<file path="config.mk">
export PLATFORM = sky130hd
export DESIGN_NAME = filter_display_driver
export DESIGN_NICKNAME = d
export VERILOG_FILES = /design/src/rtl/filter_display_driver.sv
export SDC_FILE = /design/constraint.sdc
export NUM_CORES = 1
export LEC_CHECK = 0
export ABC_AREA = 1
export ABC_CLOCK_PERIOD_IN_PS = 7600
export CAP_MARGIN = 10
export CORE_ASPECT_RATIO = 1.75
export CORE_UTILIZATION = 40
export DETAILED_ROUTE_END_ITERATION = 6
export PLACE_DENSITY = 0.63
export SYNTH_ARGS = -nofsm -noshare
export SYNTH_HDL_FRONTEND = slang
export SYNTH_SLANG_ARGS = --single-unit
</file>
<file path="constraint.sdc">
create_clock -name clk -period 7.6 [get_ports clk]
set_input_delay 1.9 -clock clk [delete_from_list [all_inputs] [get_ports clk]]
set_output_delay 1.9 -clock clk [all_outputs]
set_load 0.05 [all_outputs]
</file>
<file path="src/rtl/filter_display_driver.sv">
// rtl/filter_display_driver.sv - live/peak-hold hex display driver for FIR output samples; optional DISPLAY_DP_EN
module filter_display_driver #(
    parameter int DIGIT_CYCLES  = 2_000_000,
    parameter int BLANK_CYCLES  = 500_000,
    parameter int DECAY_SAMPLES = 64
) (
    input  logic       clk,
    input  logic       rst_n,
    input  logic [7:0] sample_in,
    input  logic       sample_valid,
    input  logic       mode_peak,
    output logic [7:0] seg_out,
    output logic       digit_sel,
    output logic [7:0] peak_out
);

    localparam int MAX_CYC = (DIGIT_CYCLES > BLANK_CYCLES) ? DIGIT_CYCLES : BLANK_CYCLES;
    localparam int CW      = $clog2(MAX_CYC + 1);
    localparam int DW      = $clog2(DECAY_SAMPLES + 1);
    localparam logic [CW-1:0] DIGIT_LAST = CW'(DIGIT_CYCLES - 1);
    localparam logic [CW-1:0] BLANK_LAST = CW'(BLANK_CYCLES - 1);
    localparam logic [DW-1:0] DECAY_LAST = DW'(DECAY_SAMPLES - 1);

    typedef enum logic [1:0] {BLANK_A, SHOW_HI, BLANK_B, SHOW_LO} state_t;

    state_t        state, state_next;
    logic [CW-1:0] cnt;
    logic          phase_done;
    logic [7:0]    live, live_next;
    logic [7:0]    peak, peak_next;
    logic [DW-1:0] dcnt, dcnt_next;
    logic [7:0]    snap, snap_next;
    logic [6:0]    seg_r;

    function automatic logic [6:0] font(input logic [3:0] n);
        case (n)
            4'h0: font = 7'h3F;  4'h1: font = 7'h06;  4'h2: font = 7'h5B;  4'h3: font = 7'h4F;
            4'h4: font = 7'h66;  4'h5: font = 7'h6D;  4'h6: font = 7'h7D;  4'h7: font = 7'h07;
            4'h8: font = 7'h7F;  4'h9: font = 7'h6F;  4'hA: font = 7'h77;  4'hB: font = 7'h7C;
            4'hC: font = 7'h39;  4'hD: font = 7'h5E;  4'hE: font = 7'h79;  default: font = 7'h71;
        endcase
    endfunction

    always_comb begin
        live_next = sample_valid ? sample_in : live;
        peak_next = peak;
        dcnt_next = dcnt;
        if (sample_valid) begin
            if (sample_in >= peak) begin
                peak_next = sample_in;
                dcnt_next = '0;
            end else if (dcnt == DECAY_LAST) begin
                peak_next = (peak == 8'd0) ? 8'd0 : peak - 8'd1;
                dcnt_next = '0;
            end else begin
                dcnt_next = dcnt + DW'(1);
            end
        end
    end

    always_comb begin
        phase_done = (state == SHOW_HI || state == SHOW_LO) ? (cnt == DIGIT_LAST) : (cnt == BLANK_LAST);
        state_next = state;
        if (phase_done) begin
            case (state)
                BLANK_A: state_next = SHOW_HI;
                SHOW_HI: state_next = BLANK_B;
                BLANK_B: state_next = SHOW_LO;
                default: state_next = BLANK_A;
            endcase
        end
        // Capture uses the post-edge values so a sample on the entry cycle is shown.
        snap_next = (state == BLANK_A && phase_done) ? (mode_peak ? peak_next : live_next) : snap;
    end

    always_ff @(posedge clk or negedge rst_n) begin
        if (!rst_n) begin
            state     <= BLANK_A;
            cnt       <= '0;
            live      <= 8'd0;
            peak      <= 8'd0;
            dcnt      <= '0;
            snap      <= 8'd0;
            seg_r     <= 7'd0;
            digit_sel <= 1'b0;
        end else begin
            state     <= state_next;
            cnt       <= phase_done ? '0 : cnt + CW'(1);
            live      <= live_next;
            peak      <= peak_next;
            dcnt      <= dcnt_next;
            snap      <= snap_next;
            digit_sel <= (state_next == BLANK_B) || (state_next == SHOW_LO);
            case (state_next)
                SHOW_HI: seg_r <= font(snap_next[7:4]);
                SHOW_LO: seg_r <= font(snap_next[3:0]);
                default: seg_r <= 7'd0;
            endcase
        end
    end

    assign peak_out = peak;

`ifdef DISPLAY_DP_EN
    logic dp_r;

    always_ff @(posedge clk or negedge rst_n) begin
        if (!rst_n) dp_r <= 1'b0;
        else        dp_r <= (state_next == SHOW_LO);
    end

    assign seg_out = {dp_r, seg_r};
`else
    assign seg_out = {1'b0, seg_r};
`endif

endmodule

</file>
# == Word level (Yosys, flattened, before mapping) ==
# Memories as Yosys holds them, arrays and structs flattened.
# Index checks and enable logic that the tools add are counted.
# totals
register_bits,62
latch_bits,0
mem_bits_rw,0
mem_bits_ro,224
inputBits,12
out_inout_bits,17
elab_cells,42
n_memories,2
# mem_list
memory,depth,width,read_ports,rd_ports_with_merged_regs,wr,line_no,source
(no name shown),16,7,1,0,0,36,case (n)
(no name shown),16,7,1,0,0,36,
# classes
n_addsub,3
mul,0
div_mod_pow,0
magnitude_cmp,1
n_eq_ne,9
shifts,0
muxes,14
n_bitwise,0
reduce_logical,5
# op_table
operator,count
8-bit two-way mux,7
21-bit by 1-bit adder with 21-bit output (second input constant),1
21-bit by 19-bit equality test with 1-bit output (second input constant),1
21-bit equality test (second input constant),1
21-bit two-way mux,1
7-bit two-way mux,2
7-bit one-hot mux with 2 select lines,1
2-bit equality test (second input constant),4
8-bit greater-or-equal comparator,1
8-bit logical NOT,1
8-bit by 1-bit subtractor with 8-bit output (second input constant),1
7-bit by 1-bit adder with 7-bit output (second input constant),1
7-bit by 6-bit equality test with 1-bit output (second input constant),1
2-bit one-hot mux with 3 select lines,1
2-bit by 1-bit equality test with 1-bit output (second input constant),2
2-bit logical NOT,1
1-bit logical OR,2
2-bit two-way mux,1
1-bit logical AND,1
1-bit two-way mux,1

# == Longest topological paths before layout ==
# An unclocked memory read counts as a cell.
# logic_depth
depth_word,9
depth_mapped,23
depth_no_buf,23

# == Worst setup path before layout ==
# OpenSTA, ideal clock, no wires.
# synth_timing
path_type,input to register
from,input port sample_in[7]
to,register seg_r[3]
setup_time_ns,0.117
arrival_time_ns,3.822
required_time_ns,7.483
slack_ns,3.660
path_stages,14
n_path_buf,0
path_cell_list,ha_1 a21oi_1 inv_1 nor2_1 nand3_1 o21ai_0 nand3_1 a21oi_1 ha_1 nand3_1 nand2_1 nand2_1 nand3_1 nand2_1
# synth_between
elab_chain_cells,7
word_cells_on_any_way,9
cone_classes,order compare: 1; mux: 6; memory: 2
# synth_lines
element,line_no,source
from (decl),9,"input logic [7:0] sample_in,"
8-bit greater-or-equal comparator,49,if (sample_in >= peak) begin
8-bit two-way mux,49,
8-bit two-way mux,48,if (sample_valid) begin
8-bit two-way mux (2 in a row),73,snap_next = (state == BLANK_A && phase_done) ? (mode_peak ? peak_next : live_next) : snap;
via snap_next[0],32,"logic [7:0] snap, snap_next;"
memory 16 x 7 bit,-,
7-bit one-hot mux with 2 select lines,94,case (state_next)
to (signal assigned),95,SHOW_HI: seg_r <= font(snap_next[7:4]);
to (signal assigned),96,SHOW_LO: seg_r <= font(snap_next[3:0]);
to (decl),33,logic [6:0] seg_r;
# The timed path passes the listed nets, and every way through them passes these cells.
# A chain may end at the register's enable or synchronous reset.

# == Final worst setup path ==
# layout_timing
from,input port sample_valid
to,register seg_r[3]
# layout_between
elab_chain_cells,5
word_cells_on_any_way,7
cone_classes,mux: 5; memory: 2
# layout_lines
element,line_no,source
from (decl),10,"input logic sample_valid,"
8-bit two-way mux (on tied branches),"45, 48",
8-bit two-way mux (*) (2 in a row),73,
memory 16 x 7 bit,-,
7-bit one-hot mux with 2 select lines (*),94,
# Mark *: on every way between the ends. The rest lies on a longest branch, timed or not.

==> flow_summary.ini <==
[run_status]
status = finished, final reports clean

[sta]
tightestPinTransition_ns = 0.7890
finalHoldViolCount = 0
rsz0062_at_grt = false
final.min_clock_period_ns = 4.777
setup_slack_ns = 2.823
slew_viol_final = 0
skew_ns = 0.007929
fin_crit_sh_pct = 62.86
setup-violations-final = 0
fmax_mhz = 209.3
holdWs_ns = 0.4658
setup_tns_ns = 0
max_slew_margin_pct = 47.40

[placed_design]
place_hpwl_mm = 6.981
placed_area_um2 = 4503
port_buffers = 27
pre_cts_ws_ns = 2.497
place_congestion = 0.9095
dp_cells = 727

[worst_hold_path]
hold_path.class = reg -> reg

[grt]
grt_use_total_pct = 18.99
grt_max_degree = 63
grt_pass1_vias = 3692
antenna_found_initial = 0
grt_pass1_wl_mm = 16.09
grt_overflow = 0

[clock_network]
postCtsSetupBuffers = 0
clkLatencyLatePin_ns = 0.33
cts_htree_levels = 3
numCtsBuffers = 9
clock-sinks = 62
hold_buffers = 0
ctsResizeCount = 0
cts_tree = built
clockBufferDepth = 2
root_buffer = clkbuf_16
clk_pin_slew_ns = 0.05

[critical_path]
path_delay_family = buffers and inverters
start_kind = input pin
cp.required_ns = 7.82
cp_num_buf_inv = 3
slowest_stage = clkdlybuf4s50_1
crit_path_max_incr_delay_ns = 0.90
crit_top_cell = nand2_1
cp.arrival_ns = 5.00
path_cells = clkdlybuf4s50_1 -> inv_1 -> or2_2 -> o21ai_0 -> nor2_1 -> nor2_1 -> nand2_1 -> o21ai_0 -> ha_1 -> inv_1 -> nand2_1 -> nand2_1 -> nand2_1 -> nand3_1 -> nand2_1
path_max_fanout = 24
end_kind = flop
path_class = in -> reg

[cells_and_area]
final_common_cell = nand2_1
areaGrowthSynthToFinish_pct = 14.19
stdcell_area_um2 = 4772
drive_above_1_share_pct = 6.016
final_cell_mix = nand2_1, inv_1, nor2_1, dfrtp_1, nand3_1
antenna_cells = 0
finalNonFillerCells = 742
nets = 652

[floorplan]
num_rows = 49
die_w_um = 79.27
die_h_um = 137.2
start_util_pct = 40.82
core_um2 = 10240
ios = 29
die-area_um2 = 10880

[drt]
avgViaCountPerCell = 4.973
drt-total-wl_mm = 9.226
drtIter0Drc = 163
vias = 3690
ant_nets = 0
drcViolationCount = 0
drtPass1Iterations = 4
wl_per_cell_um = 12.43

[yosys]
synth_top_area_share_pct = 37.13
synth_area_leader_cell = dfrtp_1
yosysSeqAreaShare_pct = 37.13
synth_seq_cells = 62
avgSynthCellArea_um2 = 7.131
yosys-top-cells-area = dfrtp_1, nand2_1, ha_1
yosysWarningCount = 0
yosys.cell_types.count = 42
synth_cells = 586
synth_area_um2 = 4179
syn_nets = 627

[power]
vdd_drop_max_mv = 0.1877
p_per_area_nw_per_um2 = 246.2
leakagePower_uw = 0.002469

[flow_run]
drv_cap = 0
[logic make-up after synthesis]
group                      Yosys count  share of synthesized area (%)
adders and majority gates           29                          8.683
DFF                                 62                          37.13
buffers and inverters               95                          9.850
AOI/OAI and AO/OA                   48                          6.677
other                                1                        0.08973
xor gates and xnor gates             9                          1.886
and+or+nand+nor                    342                          35.69
[synthesized netlist by cell type]
| cell | number |
|---|---|
| nor3_2 | 2 |
| xnor2_1 | 1 |
| nand2_2 | 6 |
| nor4_1 | 3 |
| o211ai_1 | 1 |
| nor2_1 | 71 |
| nand4_2 | 1 |
| dfrtp_1 | 62 |
| buf_1 | 1 |
| clkinv_1 | 1 |
| nand3b_1 | 1 |
| nor2_4 | 1 |
| o21ai_0 | 23 |
| o32ai_1 | 1 |
| clkbuf_1 | 1 |
| buf_4 | 2 |
| inv_1 | 77 |
| nand2_4 | 2 |
| nand2_1 | 168 |
| buf_6 | 4 |
| nand4_1 | 8 |
| a21boi_2 | 1 |
| xor2_1 | 8 |
| o31ai_4 | 1 |
| nor3_1 | 14 |
| and3_1 | 1 |
| a31oi_1 | 2 |
| nor2_2 | 3 |
| conb_1 | 1 |
| inv_2 | 3 |
| nand3_2 | 2 |
| or2_2 | 1 |
| o22ai_1 | 1 |
| a41oi_1 | 1 |
| and2_1 | 2 |
| nand3_1 | 56 |
| buf_8 | 1 |
| a21oi_1 | 15 |
| buf_2 | 5 |
| o21a_1 | 1 |
| o21ai_1 | 1 |
| ha_1 | 29 |
[registers in the layout, summed over array words and instances, names as in the netlist]
signal,flops
state,2
live,8
seg_r,7
dcnt,7
peak_out,8
snap,8
cnt,21
digit_sel,1
[path summary, 6_finish.rpt]
kind	cells past startpoint	slack, ns	to	start
max reg2reg	18	4.52	seg_r[3]$_DFF_PN0_	peak_out[2]$_DFF_PN0_
min in group asynchronous	2	1.75	cnt[0]$_DFF_PN0_	rst_n
max	15	2.82	seg_r[3]$_DFF_PN0_	sample_valid
min reg2reg	2	0.47	live[3]$_DFF_PN0_	live[3]$_DFF_PN0_
min	2	0.47	live[3]$_DFF_PN0_	live[3]$_DFF_PN0_
max in group asynchronous	2	5.34	peak_out[3]$_DFF_PN0_	rst_n
[worst register-to-register path, stage by stage, from the launching register on]
cell	delay [ns]
dfrtp_1	0.47
inv_1	0.10
ha_1	0.28
nand2_1	0.06
nor2_1	0.10
nor2_1	0.04
nand2_1	0.08
nand2_1	0.09
nand3_1	0.22
o21ai_0	0.13
o21ai_0	0.13
nand3_1	0.15
a21oi_1	0.47
ha_1	0.32
nand3_1	0.10
nand2_1	0.07
nand2_1	0.05
nand3_1	0.08
nand2_1	0.05
[report_power, final]
part | switching, uW | internal (uW)
Clock | 134 | 236
Sequential | 36.0 | 365
Combinational | 271 | 133
Total | 441 | 734
[layer usage]
metal	vias up	wire length (um)	GRT usage [%]
met4	0	308	11.11
met2	62	4778	33.05
li1	1894	-	-
met3	21	259	3.775
met5	-	0	0
met1	1713	3881	21.19
[metrics by stage]
stage | total power [uW] | utilization (%)
floorplan | 688.8 | -
global placement | 807.4 | 43.98
detailed placement | 811.2 | 43.98
CTS | 1185 | 46.61
global route | 1257 | 46.61
finish | 1175 | 46.61
[cell type report]
cell class | instances | area [um^2]
repair buffers | 28 | 272.8
flip-flops and latches | 62 | 1551
fillers | 1015 | 5466
inverters | 81 | 304.0
well taps | 127 | 158.9
clock buffers | 14 | 264.0
clock inverters | 1 | 5.005
multi-input cells | 429 | 2216
Note: power is estimated with default switching activity, not from simulation.
